File: config.mk
export PLATFORM = sky130hd
export DESIGN_NAME = motor_pwm_state_ctrl
export DESIGN_NICKNAME = d
export VERILOG_FILES = /design/src/rtl/motor_pwm_state_ctrl.sv
export SDC_FILE = /design/constraint.sdc
export NUM_CORES = 1
export LEC_CHECK = 0
export CAP_MARGIN = 40
export CORE_ASPECT_RATIO = 0.8
export CORE_MARGIN = 5
export CORE_UTILIZATION = 53
export CTS_CLUSTER_DIAMETER = 30
export DETAILED_ROUTE_END_ITERATION = 8
export PLACE_DENSITY = 0.71
export SLEW_MARGIN = 20
export SYNTH_ARGS = -nofsm -noshare
export SYNTH_HDL_FRONTEND = slang
export SYNTH_SLANG_ARGS = --single-unit
File: constraint.sdc
create_clock -name i_clk -period 3.1 [get_ports i_clk]
set_input_delay 0.62 -clock i_clk [delete_from_list [all_inputs] [get_ports i_clk]]
set_output_delay 0.62 -clock i_clk [all_outputs]
set_load 0.01 [all_outputs]
File: src/rtl/motor_pwm_state_ctrl.sv
// Motor speed state, PWM generator and seconds countdown driven by speed/stop/timer buttons.
// Optional input conditioning (synchronizer + debouncer) enabled by MOTOR_PWM_STATE_CTRL_DEBOUNCE_EN.
module motor_pwm_state_ctrl #(
   parameter int PWM_PERIOD_CYC = 1000,
   parameter int TICK_CYC       = 100_000_000,
   parameter int TIMER_SEC      = 10,
   parameter int DEB_CYC        = 1_000_000
) (
   input  logic       i_clk,
   input  logic       i_reset,
   input  logic       i_btn_speed,
   input  logic       i_btn_stop,
   input  logic       i_btn_timer,
   output logic [2:0] o_pwm_state,
   output logic       o_pwm,
   output logic       o_timer_active,
   output logic [7:0] o_time_left
);

   localparam int BTN_SPEED = 0;
   localparam int BTN_STOP  = 1;
   localparam int BTN_TIMER = 2;

   localparam int TICK_W = (TICK_CYC > 1) ? $clog2(TICK_CYC) : 1;
   localparam logic [TICK_W-1:0] TICK_MAX = TICK_W'(TICK_CYC - 1);
   localparam logic [7:0] TIMER_LOAD = 8'(TIMER_SEC);

   localparam int PWM_W   = $clog2(PWM_PERIOD_CYC + 1);
   localparam int QUARTER = PWM_PERIOD_CYC / 4;
   localparam logic [PWM_W-1:0] PWM_LAST = PWM_W'(PWM_PERIOD_CYC - 1);
   localparam logic [PWM_W-1:0] DUTY_Q1  = PWM_W'(QUARTER);
   localparam logic [PWM_W-1:0] DUTY_Q2  = PWM_W'(QUARTER * 2);
   localparam logic [PWM_W-1:0] DUTY_Q3  = PWM_W'(QUARTER * 3);
   localparam logic [PWM_W-1:0] DUTY_Q4  = PWM_W'(QUARTER * 4);

   typedef enum logic [2:0] {
      ST_OFF  = 3'd0,
      ST_SPD1 = 3'd1,
      ST_SPD2 = 3'd2,
      ST_SPD3 = 3'd3,
      ST_SPD4 = 3'd4
   } state_t;

   function automatic state_t step_speed(input state_t s);
      case (s)
         ST_OFF:  return ST_SPD1;
         ST_SPD1: return ST_SPD2;
         ST_SPD2: return ST_SPD3;
         ST_SPD3: return ST_SPD4;
         default: return ST_OFF;
      endcase
   endfunction

   function automatic logic [PWM_W-1:0] duty_of(input state_t s);
      case (s)
         ST_SPD1: return DUTY_Q1;
         ST_SPD2: return DUTY_Q2;
         ST_SPD3: return DUTY_Q3;
         ST_SPD4: return DUTY_Q4;
         default: return '0;
      endcase
   endfunction

   logic [2:0] btn_raw;
   logic [2:0] btn_lvl;
   logic [2:0] btn_prev;
   logic [2:0] btn_ev;

   assign btn_raw = {i_btn_timer, i_btn_stop, i_btn_speed};

`ifdef MOTOR_PWM_STATE_CTRL_DEBOUNCE_EN
   localparam int DEB_W = $clog2(DEB_CYC + 1);

   // Input conditioning: 2-FF synchronizer then a stable-count debouncer
   for (genvar g = 0; g < 3; g++) begin : g_deb
      logic             sync_p0;
      logic             sync_p1;
      logic             deb_q;
      logic [DEB_W-1:0] deb_cnt;

      always_ff @(posedge i_clk or posedge i_reset) begin
         if (i_reset) begin
            sync_p0 <= 1'b0;
            sync_p1 <= 1'b0;
            deb_q   <= 1'b0;
            deb_cnt <= '0;
         end else begin
            sync_p0 <= btn_raw[g];
            sync_p1 <= sync_p0;
            if (sync_p1 == deb_q) begin
               deb_cnt <= '0;
            end else if (deb_cnt == DEB_W'(DEB_CYC - 1)) begin
               deb_q   <= sync_p1;
               deb_cnt <= '0;
            end else begin
               deb_cnt <= deb_cnt + DEB_W'(1);
            end
         end
      end

      assign btn_lvl[g] = deb_q;
   end
`else
   assign btn_lvl = btn_raw;
`endif

   assign btn_ev = btn_lvl & ~btn_prev;

   state_t            state_q;
   state_t            state_d;
   logic              active_q;
   logic              active_d;
   logic [7:0]        left_q;
   logic [7:0]        left_d;
   logic [TICK_W-1:0] tick_q;
   logic [TICK_W-1:0] tick_d;
   logic              tick_wrap;
   logic              expiry;

   // Control registers: edge history, speed state, countdown
   always_ff @(posedge i_clk or posedge i_reset) begin
      if (i_reset) begin
         btn_prev <= '0;
         state_q  <= ST_OFF;
         active_q <= 1'b0;
         left_q   <= '0;
         tick_q   <= '0;
      end else begin
         btn_prev <= btn_lvl;
         state_q  <= state_d;
         active_q <= active_d;
         left_q   <= left_d;
         tick_q   <= tick_d;
      end
   end

   always_comb begin
      state_d   = state_q;
      active_d  = active_q;
      left_d    = left_q;
      tick_wrap = active_q && (tick_q == TICK_MAX);
      expiry    = tick_wrap && (left_q == 8'd1);

      if (btn_ev[BTN_STOP] || expiry) begin
         state_d  = ST_OFF;
         active_d = 1'b0;
         left_d   = '0;
      end else begin
         if (tick_wrap) begin
            left_d = left_q - 8'd1;
         end
         if (btn_ev[BTN_SPEED]) begin
            state_d = step_speed(state_q);
            // Wrapping back to off also drops any running countdown
            if (state_d == ST_OFF) begin
               active_d = 1'b0;
               left_d   = '0;
            end
         end else if (btn_ev[BTN_TIMER] && (state_q != ST_OFF)) begin
            if (active_q) begin
               active_d = 1'b0;
               left_d   = '0;
            end else begin
               active_d = 1'b1;
               left_d   = TIMER_LOAD;
            end
         end
      end

      if (!active_d || !active_q || tick_wrap) begin
         tick_d = '0;
      end else begin
         tick_d = tick_q + TICK_W'(1);
      end
   end

   logic [PWM_W-1:0] pwm_cnt_q;
   state_t           latched_q;
   logic             pwm_q;

   // PWM stage: duty follows the state only at period boundaries, except off is immediate
   always_ff @(posedge i_clk or posedge i_reset) begin
      if (i_reset) begin
         pwm_cnt_q <= '0;
         latched_q <= ST_OFF;
         pwm_q     <= 1'b0;
      end else begin
         pwm_cnt_q <= (pwm_cnt_q == PWM_LAST) ? '0 : pwm_cnt_q + PWM_W'(1);
         if (state_d == ST_OFF) begin
            latched_q <= ST_OFF;
            pwm_q     <= 1'b0;
         end else begin
            if (pwm_cnt_q == PWM_LAST) begin
               latched_q <= state_q;
            end
            pwm_q <= (pwm_cnt_q < duty_of(latched_q));
         end
      end
   end

   assign o_pwm_state    = state_q;
   assign o_pwm          = pwm_q;
   assign o_timer_active = active_q;
   assign o_time_left    = left_q;

endmodule
==> impl_metrics.json <==
{
  "io_buffers": 17,
  "crit_chain": "or3b_1, or4b_4, or3_4, or4_1, a21oi_1",
  "worst_pin_slew_ps": 752,
  "post_cts_resized": 0,
  "tns_ps": 0,
  "ys_warn_count": 0,
  "die_area_sq_um": 7180,
  "fin_crit_sh_pct": 83.2,
  "setup.worst_path.start_class": "flip-flop",
  "vdd_ir_drop_max_uv": 291,
  "hold_path.class": "flip-flop to flip-flop",
  "regToRegEndpoint": "o_time_left[6]$_DFF_PP0_",
  "grt_use_met1_pct": 27.2,
  "postRouteAntennaNets": 0,
  "reg2reg_setup_slack_ps": 520,
  "drt-total-wl_mm": 5.95,
  "cts_buffers": 5,
  "grt_setup_unrepaired": "no",
  "gp_congestion": 0.805,
  "worstReg2RegStart": "o_timer_active$_DFF_PP0_",
  "ys_seq_area_share_pct": 47.4,
  "wl_per_cell_microns": 14.4,
  "grt_max_degree": 57,
  "cp-end-kind": "flip-flop",
  "syn_inst": 312,
  "crit_type": "flip-flop to flip-flop",
  "worstSetupStartpoint": "o_timer_active$_DFF_PP0_",
  "syn-num-nets": 329,
  "critPathCapture": "o_time_left[6]$_DFF_PP0_",
  "area_growth_syn_to_layout_pct": 13.4,
  "slew_viol_final": 0,
  "clk_pin_slew_ps": 90,
  "die-height_microns": 76.8,
  "arrival_ps": 2820,
  "synth_edf_count": 0,
  "drive_above_1_share_pct": 4.76,
  "firstDrtPassIters": 4,
  "cts_setup_buffers": 0,
  "cts_tree": "yes",
  "drc_errors": 0,
  "grt_pass1_vias": 2213,
  "avgSynthCellArea_sq_um": 9.48,
  "io_pins": 18,
  "synth_top_area_share_pct": 47.4,
  "hold_violations": 0,
  "slowest_stage": "or4b_4",
  "fp.dieW_microns": 93.5,
  "synth_common_cells": "dfrtp_1 (56), nor2_1 (52), nand2_1 (21), xnor2_1 (21), nand3_1 (18)",
  "vias": 2267,
  "clock_skew_ps": 10.0,
  "cp_data_required_time_ps": 3340,
  "first_iter_violations": 101,
  "powerDensity_nw_per_um2": 436,
  "r2r_cells": 5,
  "cts_root_buf": "clkbuf_8",
  "diodes": 0,
  "grt_use_met2_pct": 25.3,
  "synthFlopType": "dfrtp_1",
  "setup_violations": 0,
  "core_sq_um": 5440,
  "p_leak_nw": 1.32,
  "fp-row-count": 24,
  "htreeDepth": 2,
  "slew_headroom_pct": 49.4,
  "synth_area_leaders": "dfrtp_1 (47%), nor2_1 (6.6%), xnor2_1 (6.2%)",
  "maxCapViolations": 0,
  "hold_buffers": 0,
  "antenna_found_initial": 0,
  "overflow": 0,
  "synth_area_sq_um": 2960,
  "cts_buffer_depth": 2,
  "async_flop_share_pct": 100,
  "post-dp-hpwl_mm": 4.30,
  "grt_usage_pct": 17.9,
  "worstSkewPairLatency_ps": 310,
  "synth_seq_cells": 56,
  "vias_per_cell": 5.48,
  "met3_usage_pct": 3.72,
  "clkSinkCount": 56,
  "min_period_ps": 2580,
  "yosysMostFrequentCell": "dfrtp_1",
  "hp-start": "pwm_cnt_q[0]$_DFF_PP0_",
  "fin_area_sq_um": 3350,
  "grt_pass1_wl_mm": 10.4,
  "synth_cell_types": 40,
  "synth_area_leader_cell": "dfrtp_1",
  "gr-max-usage-layer": "met1",
  "postPlaceCellArea_sq_um": 3250,
  "critPathMaxStageDelay_ps": 590,
  "nets": 352,
  "clock.fmax_mhz": 388,
  "status": "completed",
  "initial_core_util_pct": 54.4,
  "path_max_fanout": 14
}
[routing by layer]
layer	share of wire (%)	wire length, microns
met1	52	3090
met2	43	2570
met3	3.6	217
met4	1.3	76
met5	0	0
[critical path, delay by kind of cell, from the launching register on]
family           cells  cell delay (ps)
AO/OA/AOI/OAI        1              150
flip-flops           1              480
AND/OR/NAND/NOR      4             1890
[stage by stage]
stage               instances  utilization (%)  worst slack (ps)  hold slack (ps)  power (mW)
finish                    414             61.7               522              473        1.46
global route              414             61.7               443              501        1.54
CTS                       414             61.7               520              479        1.48
detailed placement        406             59.7               455              461        1.00
global placement          406             59.7               516              454       0.998
floorplan                 312                -               726              433       0.918
[layout by cell type (no fill, tap or decap), types with 5 or more instances in the layout]
cell type	instances
clkdlybuf4s50_1	17
nand2b_1	7
xor2_1	13
nor3_1	13
inv_1	8
dfrtp_1	56
mux2i_1	5
a21oi_1	15
nor2_1	52
clkbuf_8	5
nand2_1	21
or3_1	5
ha_1	12
o21ai_0	10
nand4_1	8
nor4_1	7
xnor2_1	21
nand3_1	18
[power breakdown]
group          internal, mW  switching [mW]
sequential            0.753          0.0380
combinational        0.0887           0.107
clock                 0.240           0.235
[state kept, by name (all words and copies together) (netlist names)]
| signal | count |
|---|---|
| o_pwm_state | 3 |
| tick_q | 27 |
| o_time_left | 8 |
| o_pwm | 1 |
| o_timer_active | 1 |
| pwm_cnt_q | 10 |
| btn_prev | 3 |
| latched_q | 3 |
[layout make-up]
type | count | area, sq um
Fill cell | 491 | 2080
Multi-Input combinational cell | 242 | 1500
Clock buffer | 6 | 72.6
Inverter | 9 | 33.8
Sequential cell | 56 | 1400
Tap cell | 78 | 97.6
Clock inverter | 2 | 35.0
Timing Repair Buffer | 21 | 213
[logic make-up after synthesis]
| kind of cell | Yosys count | synth area share, % |
|---|---|---|
| fa+ha+maj | 12 | 5.08 |
| flops | 56 | 47.4 |
| mux | 5 | 1.69 |
| buf+inv | 14 | 1.86 |
| simple gates | 156 | 27.0 |
| compound gates | 35 | 6.86 |
| xor+xnor | 34 | 10.1 |
[worst min-delay path by stage]
stage	slack (ps)	cells past startpoint	end
2_1_floorplan	430	1	pwm_cnt_q[0]$_DFF_PP0_
3_3_place_gp	450	1	pwm_cnt_q[0]$_DFF_PP0_
3_5_place_dp	460	1	pwm_cnt_q[0]$_DFF_PP0_
4_1_cts	480	1	pwm_cnt_q[0]$_DFF_PP0_
5_1_grt	500	1	pwm_cnt_q[0]$_DFF_PP0_
6_report	470	1	pwm_cnt_q[0]$_DFF_PP0_
Note: power is estimated with default switching activity, not from simulation.
